`src/rtl/mem_ctrl.sv`:
```
// Byte-serial RAM responder for the instruction-fetch and load/store ports.
// Load/store wins arbitration; 32-bit words move little-endian, one byte per cycle.
module mem_ctrl #(
  parameter int ADDR_W = 32,
  parameter int DATA_W = 32
) (
  input  logic              clk,
  input  logic              rst,
  input  logic              branch_error,
  input  logic              if_request_i,
  input  logic [ADDR_W-1:0] if_addr_i,
  output logic [DATA_W-1:0] if_data_o,
  output logic              if_done_o,
  output logic              if_wait_o,
  input  logic              ls_request_i,
  input  logic              ls_write_i,
  input  logic [1:0]        ls_size_i,
  input  logic [ADDR_W-1:0] ls_addr_i,
  input  logic [DATA_W-1:0] ls_data_i,
  output logic [DATA_W-1:0] ls_data_o,
  output logic              ls_done_o,
  output logic              ls_wait_o,
  input  logic [7:0]        mem_din_i,
  output logic [7:0]        mem_dout_o,
  output logic [ADDR_W-1:0] mem_a_o,
  output logic              mem_wr_o
);

  typedef enum logic [1:0] {
    S_IDLE  = 2'd0,
    S_IF_RD = 2'd1,
    S_LS_RD = 2'd2,
    S_LS_WR = 2'd3
  } state_t;

  state_t              r_state;
  logic [2:0]          r_cnt;
  logic [2:0]          r_n;
  logic [ADDR_W-1:0]   r_addr;
  logic [DATA_W-1:0]   r_wdata;
  logic [DATA_W-1:0]   r_word;
  logic [DATA_W-1:0]   r_if_data;
  logic [DATA_W-1:0]   r_ls_data;
  logic                r_if_done;
  logic                r_ls_done;
  logic [ADDR_W-1:0]   r_mem_a;
  logic [7:0]          r_mem_dout;
  logic                r_mem_wr;

  logic [ADDR_W-1:0]   w_addr_k;
  logic [2:0]          w_ls_n;
  logic [DATA_W-1:0]   w_asm;
  logic [7:0]          w_wbyte;
  logic                w_last;

  assign w_addr_k = r_addr + ADDR_W'(r_cnt);
  assign w_ls_n   = (ls_size_i == 2'd0) ? 3'd1 : (ls_size_i == 2'd1) ? 3'd2 : 3'd4;
  assign w_last   = (r_cnt >= r_n);

  // The byte arriving now belongs to the address issued one cycle earlier (cnt-1).
  always_comb begin
    w_asm = r_word;
    case (r_cnt)
      3'd1:    w_asm[7:0]   = mem_din_i;
      3'd2:    w_asm[15:8]  = mem_din_i;
      3'd3:    w_asm[23:16] = mem_din_i;
      3'd4:    w_asm[31:24] = mem_din_i;
      default: w_asm = r_word;
    endcase
  end

  always_comb begin
    case (r_cnt)
      3'd1:    w_wbyte = r_wdata[15:8];
      3'd2:    w_wbyte = r_wdata[23:16];
      3'd3:    w_wbyte = r_wdata[31:24];
      default: w_wbyte = r_wdata[7:0];
    endcase
  end

  always_ff @(posedge clk) begin
    if (rst) begin
      r_state    <= S_IDLE;
      r_cnt      <= 3'd0;
      r_n        <= 3'd0;
      r_addr     <= '0;
      r_wdata    <= '0;
      r_word     <= '0;
      r_if_data  <= '0;
      r_ls_data  <= '0;
      r_if_done  <= 1'b0;
      r_ls_done  <= 1'b0;
      r_mem_a    <= '0;
      r_mem_dout <= 8'd0;
      r_mem_wr   <= 1'b0;
    end else begin
      r_if_done <= 1'b0;
      r_ls_done <= 1'b0;
      case (r_state)
        S_IDLE: begin
          if (ls_request_i) begin
            r_addr  <= ls_addr_i;
            r_n     <= w_ls_n;
            r_wdata <= ls_data_i;
            r_word  <= '0;
            r_mem_a <= ls_addr_i;
            r_cnt   <= 3'd1;
            if (ls_write_i) begin
              r_mem_dout <= ls_data_i[7:0];
              r_mem_wr   <= 1'b1;
              r_state    <= S_LS_WR;
            end else begin
              r_state    <= S_LS_RD;
            end
          end else if (if_request_i && !branch_error) begin
            r_addr  <= if_addr_i;
            r_n     <= 3'd4;
            r_word  <= '0;
            r_mem_a <= if_addr_i;
            r_cnt   <= 3'd1;
            r_state <= S_IF_RD;
          end
        end
        S_IF_RD, S_LS_RD: begin
          // A flush only cancels fetches; load/store reads always complete.
          if (r_state == S_IF_RD && branch_error) begin
            r_cnt   <= 3'd0;
            r_state <= S_IDLE;
          end else begin
            r_word <= w_asm;
            if (!w_last) begin
              r_mem_a <= w_addr_k;
              r_cnt   <= r_cnt + 3'd1;
            end else begin
              r_cnt   <= 3'd0;
              r_state <= S_IDLE;
              if (r_state == S_IF_RD) begin
                r_if_data <= w_asm;
                r_if_done <= 1'b1;
              end else begin
                r_ls_data <= w_asm;
                r_ls_done <= 1'b1;
              end
            end
          end
        end
        S_LS_WR: begin
          if (!w_last) begin
            r_mem_a    <= w_addr_k;
            r_mem_dout <= w_wbyte;
            r_cnt      <= r_cnt + 3'd1;
          end else begin
            r_mem_wr  <= 1'b0;
            r_ls_done <= 1'b1;
            r_cnt     <= 3'd0;
            r_state   <= S_IDLE;
          end
        end
        default: begin
          r_state <= S_IDLE;
          r_cnt   <= 3'd0;
        end
      endcase
    end
  end

  assign if_data_o  = r_if_data;
  assign if_done_o  = r_if_done;
  assign ls_data_o  = r_ls_data;
  assign ls_done_o  = r_ls_done;
  assign mem_a_o    = r_mem_a;
  assign mem_dout_o = r_mem_dout;
  assign mem_wr_o   = r_mem_wr;
  assign ls_wait_o  = (r_state != S_IDLE);
  assign if_wait_o  = (r_state != S_IDLE) || ls_request_i;

endmodule

```
`config.mk`:
```
export PLATFORM = sky130hd
export DESIGN_NAME = mem_ctrl
export DESIGN_NICKNAME = d
export VERILOG_FILES = /design/src/rtl/mem_ctrl.sv
export SDC_FILE = /design/constraint.sdc
export NUM_CORES = 1
export LEC_CHECK = 0
export CORE_UTILIZATION = 54
export DETAILED_ROUTE_END_ITERATION = 8
export GPL_ROUTABILITY_DRIVEN = 1
export GPL_TIMING_DRIVEN = 0
export HOLD_SLACK_MARGIN = 0.12
export PLACE_DENSITY = 0.81
export SYNTH_ARGS = -nofsm -noshare
export SYNTH_HDL_FRONTEND = slang
export SYNTH_SLANG_ARGS = --single-unit
```
`constraint.sdc`:
```
create_clock -name clk -period 4.23 [get_ports clk]
set_input_delay 0.423 -clock clk [delete_from_list [all_inputs] [get_ports clk]]
set_output_delay 0.423 -clock clk [all_outputs]
set_load 0.01 [all_outputs]
```
; ---- After elaboration in Yosys (flattened, before gate mapping)
; Cells that the tools add are included.
[word_totals]
regBits = 211
inputBits = 112
[op_classes]
n_bitwise = 4
muxes = 43
reduce_logical = 20
n_lt_le_gt_ge = 1
addsub = 2
n_eq_ne = 14
[ops]
columns = op, count
row1 = two-way mux 32 bit, 7
row2 = case mux 32 bit (3 select lines), 1
row3 = case mux 32 bit (2 select lines), 1
row4 = two-way mux 8 bit, 7
row5 = adder 32 x 3 -> 32 bit, 1
row6 = two-way mux 3 bit, 8
row7 = case mux 8 bit (3 select lines), 1
row8 = case mux 8 bit (2 select lines), 1
row9 = AND reduction 4 bit, 4
row10 = inequality test 2 bit (second input constant), 5
row11 = two-way mux 1 bit, 9
row12 = case mux 3 bit (3 select lines), 1
row13 = two-way mux 2 bit, 4
row14 = nonzero test 2 bit, 4
row15 = equality test 3 x 2 -> 1 bit (second input constant), 2
row16 = case mux 2 bit (3 select lines), 1
row17 = AND reduction 2 bit, 3
row18 = equality test 2 x 1 -> 1 bit (second input constant), 2
row19 = equality test 2 bit (second input constant), 2
row20 = zero test 2 bit, 2
row21 = inverter 1 bit, 4
row22 = case mux 1 bit (2 select lines), 2
row23 = OR reduction 4 bit, 1
row24 = adder 3 x 1 -> 3 bit (second input constant), 1
row25 = 9 further kinds, 10

; ---- Logic depth before layout (Yosys ltp)
; Gate-level depths: netlist of the first run.
[logic_depth]
word_depth = 5
depth_mapped = 9

; ---- Worst setup path before layout of the first run
; No wires, ideal clock.
[synth_timing]
kind = register to register
from = register r_cnt[0]
to = register r_mem_a[24], in the netlist mem_a_o[24]
slack_ns = 2.185
t_arrival_ns = 1.914
setup_time_ns = 0.131
path_stages_with_launch = 8
path_cell_list = dfxtp_1 -> ha_1 -> fa_1 -> a21oi_1 -> or4_4 -> nor3_1 -> xnor2_1 -> o22ai_1
[synth_between]
elab_chain_len = 4
[synth_rtl]
columns = element, line
row1 = start: declaration, 37  ; logic [2:0] r_cnt;
row2 = start signal: assignment, 133  ; r_cnt <= r_cnt + 3'd1;
row3 = start signal: assignment, 151  ; r_cnt <= r_cnt + 3'd1;
row4 = adder 32 x 3 -> 32 bit or >= comparator 3 bit (tied branches), "56, 58"
row5 = two-way mux 32 bit (*), "131, 148"
row6 = two-way mux 32 bit, 126  ; if (r_state == S_IF_RD && branch_error) begin
row7 = case mux 32 bit (3 select lines) (*), 99  ; case (r_state)
row8 = end signal: assignment, 106  ; r_mem_a <= ls_addr_i;
row9 = end signal: assignment, 132  ; r_mem_a <= w_addr_k;
row10 = end signal: assignment, 149  ; r_mem_a <= w_addr_k;
row11 = end: declaration, 46  ; logic [ADDR_W-1:0] r_mem_a;
; Mark *: on every way between the ends. The rest lies on a longest branch, timed or not. The select of a mux whose other input is x is not followed.
; A chain may end at the register's enable or synchronous reset.

; ---- Worst setup path in the final report of the first run
[layout_timing]
from = register r_state[0]
to = output ls_wait_o
[layout_between]
elab_chain_len = 1
[layout_rtl]
columns = element, line
row1 = start: declaration, 36  ; state_t r_state;
row2 = start signal: assignment, 83  ; r_state <= S_IDLE;
row3 = start signal: assignment, 111  ; r_state <= S_LS_WR;
row4 = start signal: assignment, 113  ; r_state <= S_LS_RD;
row5 = nonzero test 2 bit, 174  ; assign ls_wait_o = (r_state != S_IDLE);
row6 = end: declaration, 22  ; output logic ls_wait_o,
; No other way between the ends.

==> impl_metrics.env, run 1 <==
export IMPL_outcome="complete, no violations"
export IMPL_cp_cell_sequence="inv_1 -> ha_1 -> buf_2 -> inv_1 -> buf_2 -> clkdlybuf4s50_1"
export IMPL_initial_core_util_pct=55.17
export IMPL_path_clk_slew_ns=0.06
export IMPL_cts_tree="done"
export IMPL_syn_avg_cell_area_um2=8.559
export IMPL_wirelength_um=29540
export IMPL_worstHoldPathType="input port to flip-flop"
export IMPL_wire_per_inst_um=18.62
export IMPL_skew_ns=0.007519
export IMPL_grt_overflow=0
export IMPL_cap_violations=0
export IMPL_min_path_cells=3
export IMPL_cp_arrival_ns=2.33
export IMPL_numPortBuffers=211
export IMPL_grtUsageTotal_pct=31.68
export IMPL_setup_viol_count_final=0
export IMPL_fmax_mhz=363.3
export IMPL_worstMarginPinSlew_ns=0.7316
export IMPL_fin_crit_sh_pct=65.07
export IMPL_cts_root_buffer="clkbuf_16"
export IMPL_wl_met1_um=12230
export IMPL_grt_max_degree=14
export IMPL_hold_buffers=0
export IMPL_coreArea_um2=17240
export IMPL_cp_max_fo=10
export IMPL_crit_start="r_state[0]"
export IMPL_slowest_stage="clkdlybuf4s50_1"
export IMPL_via_count=9331
export IMPL_end_kind="output pin"
export IMPL_cts_sinks=211
export IMPL_drt_pass1_iterations=5
export IMPL_route_met2_wl_um=14120
export IMPL_final_hold_violation_count=0
export IMPL_max_stage_delay_ns=0.60
export IMPL_relSlewSlack_pct=51.23
export IMPL_min_from="mem_din_i[5]"
export IMPL_insertion_delay_ns=0.51
export IMPL_final_cell_mix="dfxtp_1, clkdlybuf4s50_1, nand2_1"
export IMPL_ctsResizeCount=0
export IMPL_cts_buffers_inserted=22
export IMPL_rows=48
export IMPL_ff2ff_path_depth=8
export IMPL_ys_seq_area_share_pct=44.42
export IMPL_clk_path_buf_depth=3
export IMPL_synth_warnings=0
export IMPL_synthToLayoutAreaGrowth_pct=32.76
export IMPL_h_tree_depth=1
export IMPL_antenna_left=0
export IMPL_power_leakage_nw=4.428
export IMPL_post_cts_setup_buffer_count=0
export IMPL_grt_pass1_vias=8747
export IMPL_critPathLaunchType="flip-flop"
export IMPL_ios=221
export IMPL_ys_ff_latch=211
export IMPL_setup_tns_ns=0
export IMPL_route_met3_wl_um=2453
export IMPL_ir_worst_vdd_v=0.0003551
export IMPL_syn_num_nets=1238
export IMPL_gp_congestion=0.9541
export IMPL_dieArea_um2=18140
export IMPL_synthesis_instances=1111
export IMPL_drive_gt1_share_pct=5.515
export IMPL_hold_ws_ns=0.3170
export IMPL_via_per_inst=5.883
export IMPL_cellPowerDensity_nw_per_um2=428.8
export IMPL_layout_min_cycle_time_ns=2.753
export IMPL_synth_distinct_cells=47
export IMPL_synthesis_area_um2=9509
export IMPL_top_layer_used="met4"
export IMPL_drc=0
export IMPL_die_w_um=134.7
export IMPL_required_ns=3.81
export IMPL_drtIter0Drc=788
export IMPL_grt_pass1_wl_um=45570
export IMPL_reg2reg_from="r_cnt[0]"
export IMPL_antenna_found_initial=0
export IMPL_slew_violations=0
export IMPL_rsz0062_at_grt="no"
export IMPL_critPathKind="flip-flop to output pin"
export IMPL_hpwl_um=21430
export IMPL_die_height_um=134.7
export IMPL_finalNetCount=1473
-- kinds of logic (layout without fill, tap and decap cells) --
kind of cell | count (synthesis) | after routing | synth area share (%)
multiplexers | 66 | 66 | 6.947
other | 0 | 1 | 0
flip-flops | 211 | 211 | 44.42
adder cells (fa/ha/maj) | 15 | 15 | 2.053
AO/OA/AOI/OAI | 286 | 286 | 20.39
XOR/XNOR | 29 | 29 | 2.671
buffers and inverters | 111 | 360 | 4.855
AND/OR/NAND/NOR | 393 | 393 | 18.66
-- worst max-delay path: cells and delay by family (launching register included) --
kind	cells	cell delay, ns
buffers and inverters	5	1.19
flip-flops	1	0.40
adder cells (fa/ha/maj)	1	0.23
-- metrics by stage --
step                setup slack, ns  power (mW)  cell area (um2)  utilization (%)  instances
floorplan                     2.185       2.961             9509                -       1111
global placement              1.534       3.490            11900            69.05       1547
detailed placement            1.480       3.515            11900            69.05       1547
CTS                           1.490       5.416            12620            73.23       1585
global route                  1.374       5.622            12620            73.23       1585
finish                        1.477       5.413            12620            73.24       1586
-- flip-flops by register name, summed over array words and instances (netlist names) --
register,flops
if_data_o,32
ls_data_o,32
mem_a_o,32
r_addr,32
r_wdata,32
r_word,32
mem_dout_o,8
r_cnt,3
r_n,3
r_state,2
if_done_o,1
ls_done_o,1
mem_wr_o,1
-- cell type report --
class                      count  area (um2)
multi-input combinational    789        4823
clock inverter                 2       46.29
tap                          225       281.5
fill                        1372        4612
inverter                      12       45.04
antenna                        1       2.502
clock buffer                  36       673.1
sequential                   211        4224
buffer                        99       416.7
timing repair buffer         211        2112
-- report_power, final --
group          leakage (nW)  internal [mW]  switching [mW]  total, mW
Combinational          2.35          0.533           0.663       1.20
Sequential             1.73           2.17           0.130       2.30
Clock                 0.351           1.14           0.774       1.92
-- worst paths after layout --
check | to | slack [ns]
hold reg to reg | r_word[4] | 0.45
setup / recovery | ls_wait_o | 1.48
hold / removal | r_word[29] | 0.32
setup reg to reg | mem_a_o[20] | 1.58
-- per-layer routing --
| layer | global-route usage (%) | vias to the layer above |
|---|---|---|
| met4 | 10.36 | 0 |
| met3 | 5.255 | 57 |
| met1 | 40.48 | 4414 |
| met2 | 54.27 | 401 |
| met5 | 0 | - |
| li1 | - | 4459 |
-- cell usage after synthesis, drive strengths merged --
cell type	n	area share, %
a211oi	113	9.0
a21o	2	0.16
a21oi	99	5.2
a221oi	3	0.28
a222oi	8	0.84
a22oi	4	0.32
a2bb2oi	4	0.37
a311oi	9	0.83
a31oi	1	0.066
and2	6	0.39
and3	2	0.13
and3b	1	0.092
and4	2	0.18
and4bb	1	0.13
buf	35	1.7
clkbuf	64	2.6
dfxtp	211	44
fa	1	0.21
ha	14	1.8
inv	12	0.47
mux2i	66	6.9
nand2	150	5.9
nand2b	14	0.92
nand3	16	0.95
nand4	44	2.9
nor2	128	5.1
nor2b	6	0.39
nor3	12	0.68
nor3b	3	0.24
nor4	6	0.46
o211ai	21	1.7
o21a	2	0.16
o21ai	5	0.26
o22ai	4	0.26
o2bb2ai	11	1.0
or2	1	0.066
or4	1	0.12
xnor2	13	1.2
xor2	16	1.5
(Power assumes the default switching activity.)
==> inputs of run 2 (changes only) <==
--- a/config.mk
+++ b/config.mk
@@ -5,12 +5,12 @@
 export SDC_FILE = /design/constraint.sdc
 export NUM_CORES = 1
 export LEC_CHECK = 0
-export CORE_UTILIZATION = 54
+export CORE_UTILIZATION = 45
 export DETAILED_ROUTE_END_ITERATION = 8
 export GPL_ROUTABILITY_DRIVEN = 1
 export GPL_TIMING_DRIVEN = 0
 export HOLD_SLACK_MARGIN = 0.12
-export PLACE_DENSITY = 0.81
+export PLACE_DENSITY = 0.72
 export SYNTH_ARGS = -nofsm -noshare
 export SYNTH_HDL_FRONTEND = slang
 export SYNTH_SLANG_ARGS = --single-unit
==> constraint.sdc (replaced) <==
create_clock -name clk -period 2.38 [get_ports clk]
set_input_delay 0.238 -clock clk [delete_from_list [all_inputs] [get_ports clk]]
set_output_delay 0.238 -clock clk [all_outputs]
set_load 0.01 [all_outputs]
==> run 2 against run 1 <==
Count of clock-buffer cells in the layout down 5; largest power group unchanged; global-route usage fell by 4.1 points; routed wire length is 3.0% higher; critical path depth up 3; largest cell class unchanged; via count is 1.1% lower; sequential share of layout area fell by 0.88 points; die area increased by 20%; critical path type is now flip-flop to flip-flop.
==> impl_metrics.env, run 2 (same netlist as run 1, synthesis figures left out) <==
export IMPL_p_int_mw=7.343
export IMPL_ff2ff_path_depth=9
export IMPL_endpoint="mem_a_o[23]"
export IMPL_cts_tree="done"
export IMPL_grt_pass1_wl_um=47550
export IMPL_outcome="complete, no violations"
export IMPL_cp_depth=9
export IMPL_grt_overflow=0
export IMPL_final_hold_violation_count=0
export IMPL_die_w_um=147.4
export IMPL_rows=52
export IMPL_antenna_found_initial=1
export IMPL_layout_min_cycle_time_ns=2.258
export IMPL_worstHoldPathType="input port to flip-flop"
export IMPL_grt_max_degree=15
export IMPL_cts_root_buffer="clkbuf_16"
export IMPL_cp_buffers_inverters=5
export IMPL_drc=0
export IMPL_ios=221
export IMPL_setup_tns_ns=0
export IMPL_power_frac_seq_pct=40.0
export IMPL_drive_gt1_share_pct=8.766
export IMPL_regToRegEndpoint="mem_a_o[23]"
export IMPL_cap_violations=0
export IMPL_crit_start="r_state[1]"
export IMPL_via_count=9231
export IMPL_skew_ns=0.01269
export IMPL_grt_pass1_vias=8990
export IMPL_max_stage_delay_ns=0.44
export IMPL_fin_ws_ns=0.1216
export IMPL_numPortBuffers=211
export IMPL_synthToLayoutAreaGrowth_pct=36.50
export IMPL_path_delay_family="buffers and inverters"
export IMPL_p_comb_share_pct=21.2
export IMPL_relSlewSlack_pct=49.87
export IMPL_wire_per_inst_um=18.56
export IMPL_fin_crit_sh_pct=94.89
export IMPL_coreArea_um2=20490
export IMPL_required_ns=2.75
export IMPL_end_kind="flip-flop"
export IMPL_h_tree_depth=1
export IMPL_cp_cell_sequence="inv_1 -> ha_1 -> buf_2 -> inv_1 -> buf_4 -> nor3_1 -> clkbuf_2 -> o2bb2ai_1 -> a211oi_1"
export IMPL_via_per_inst=5.632
export IMPL_insertion_delay_ns=0.52
export IMPL_setup_viol_count_final=0
export IMPL_slew_violations=0
export IMPL_hpwl_um=22320
export IMPL_place_ws_ns=-0.2254
export IMPL_final_cell_mix="clkdlybuf4s50_1, dfxtp_1, nand2_1"
export IMPL_worstMarginPinSlew_ns=0.7519
export IMPL_drtIter0Drc=574
export IMPL_dp_cells=1592
export IMPL_drt_pass1_iterations=7
export IMPL_die_height_um=147.4
export IMPL_clkPwrFrac_pct=38.9
export IMPL_cp_common_cell="inv_1"
export IMPL_initial_core_util_pct=46.40
export IMPL_cp_max_fo=10
export IMPL_rsz0062_at_grt="no"
export IMPL_clk_path_buf_depth=3
export IMPL_p_sw_mw=2.894
export IMPL_cts_buffers_inserted=23
export IMPL_grtUsageTotal_pct=27.59
export IMPL_critPathKind="flip-flop to flip-flop"
export IMPL_power_leakage_nw=4.607
export IMPL_cp_arrival_ns=2.63
export IMPL_antennaDiodeCount=0
export IMPL_final_cells=1639
export IMPL_reg2reg_slack_ns=0.12
export IMPL_fmax_mhz=442.8
export IMPL_power_mw=10.24
export IMPL_slowest_stage="nor3_1"
export IMPL_dieArea_um2=21720
export IMPL_path_clk_slew_ns=0.06
export IMPL_gp_congestion=0.9247
export IMPL_ir_worst_vdd_v=0.0005867
export IMPL_reg2reg_from="r_state[1]"
export IMPL_cts_sinks=211
export IMPL_finalNetCount=1479
export IMPL_swShare_pct=28.27
export IMPL_cellPowerDensity_nw_per_um2=788.7
export IMPL_critPathLaunchType="flip-flop"
export IMPL_antenna_left=0
export IMPL_wirelength_um=30410
export IMPL_final_common_cell="clkdlybuf4s50_1"
-- run 2: changes by cell type in the layout (fill, tap and decap cells not counted), moves of 4 or more --
cell       change
a21oi_1        -4
bufinv_16      +4
clkbuf_1      -15
clkbuf_2      +11
clkinv_2       +4
buf_2          -8
buf_4         +11
dfxtp_1        -4
clkbuf_4       +4
buf_1          -6
dfxtp_2        +4
-- run 2: area by class of cell --
class | instances | area, um2
inverter | 12 | 45.04
clock buffer | 31 | 665.6
tap | 270 | 337.8
multi-input combinational | 789 | 4891
sequential | 211 | 4229
clock inverter | 11 | 186.4
timing repair buffer | 217 | 2163
fill | 1777 | 7515
buffer | 98 | 461.7
-- run 2: per-layer routing --
metal | track usage, % | up-vias | wire length (um) | part of all wire (%)
met4 | 9.536 | 0 | 869 | 2.9
li1 | - | 4478 | - | -
met3 | 5.311 | 66 | 2305 | 7.6
met5 | 0 | - | 0 | 0
met1 | 34.54 | 4338 | 12790 | 42
met2 | 47.24 | 349 | 14450 | 48
-- run 2: worst reg2reg max path: cells and delay by family (launching register included) --
kind | cells | cell delay [ns]
AND/OR/NAND/NOR | 1 | 0.45
AO/OA/AOI/OAI | 2 | 0.23
buffers and inverters | 5 | 0.93
flip-flops | 1 | 0.32
adder cells (fa/ha/maj) | 1 | 0.19
-- run 2: metrics by stage --
step	utilization (%)	hold WS, ns	area (um2)
after floorplan	-	0.3740	9509
after global placement	58.35	0.4377	11960
after detailed placement	58.35	0.4447	11960
after CTS	62.95	0.1333	12900
after global routing	63.33	0.1665	12980
final	63.33	0.1603	12980
-- run 2: power by group through the flow --
stage / Combinational (mW) / Clock (mW) / Sequential, mW
after CTS: 2.14 / 4.01 / 4.08
after detailed placement: 2.10 / 0 / 4.16
after floorplan: 1.06 / 0 / 4.20
final: 2.17 / 3.98 / 4.09
after global routing: 2.35 / 4.14 / 4.13
after global placement: 2.07 / 0 / 4.15
-- run 2: worst min-delay path by stage --
stage / startpoint / endpoint / slack [ns] / depth (start not counted)
floorplan: ls_data_i[0] / r_wdata[0] / 0.37 / 2
global placement: r_word[16] / r_word[16] / 0.44 / 2
detailed placement: r_word[20] / r_word[20] / 0.44 / 2
CTS: mem_din_i[6] / r_word[30] / 0.13 / 3
global route: mem_din_i[6] / r_word[30] / 0.17 / 3
finish: mem_din_i[6] / r_word[22] / 0.16 / 3
-- run 2: what timing repair did --
| item | CTS | global route |
|---|---|---|
| gates resized for setup | 22 | 36 |
| hold buffers | 3 | 0 |
| endpoints found under the setup margin | 110 | 130 |
| buffers inserted | 1 | 2 |
| hold endpoints to repair | 9 | 0 |
| pin swaps | 1 | 2 |
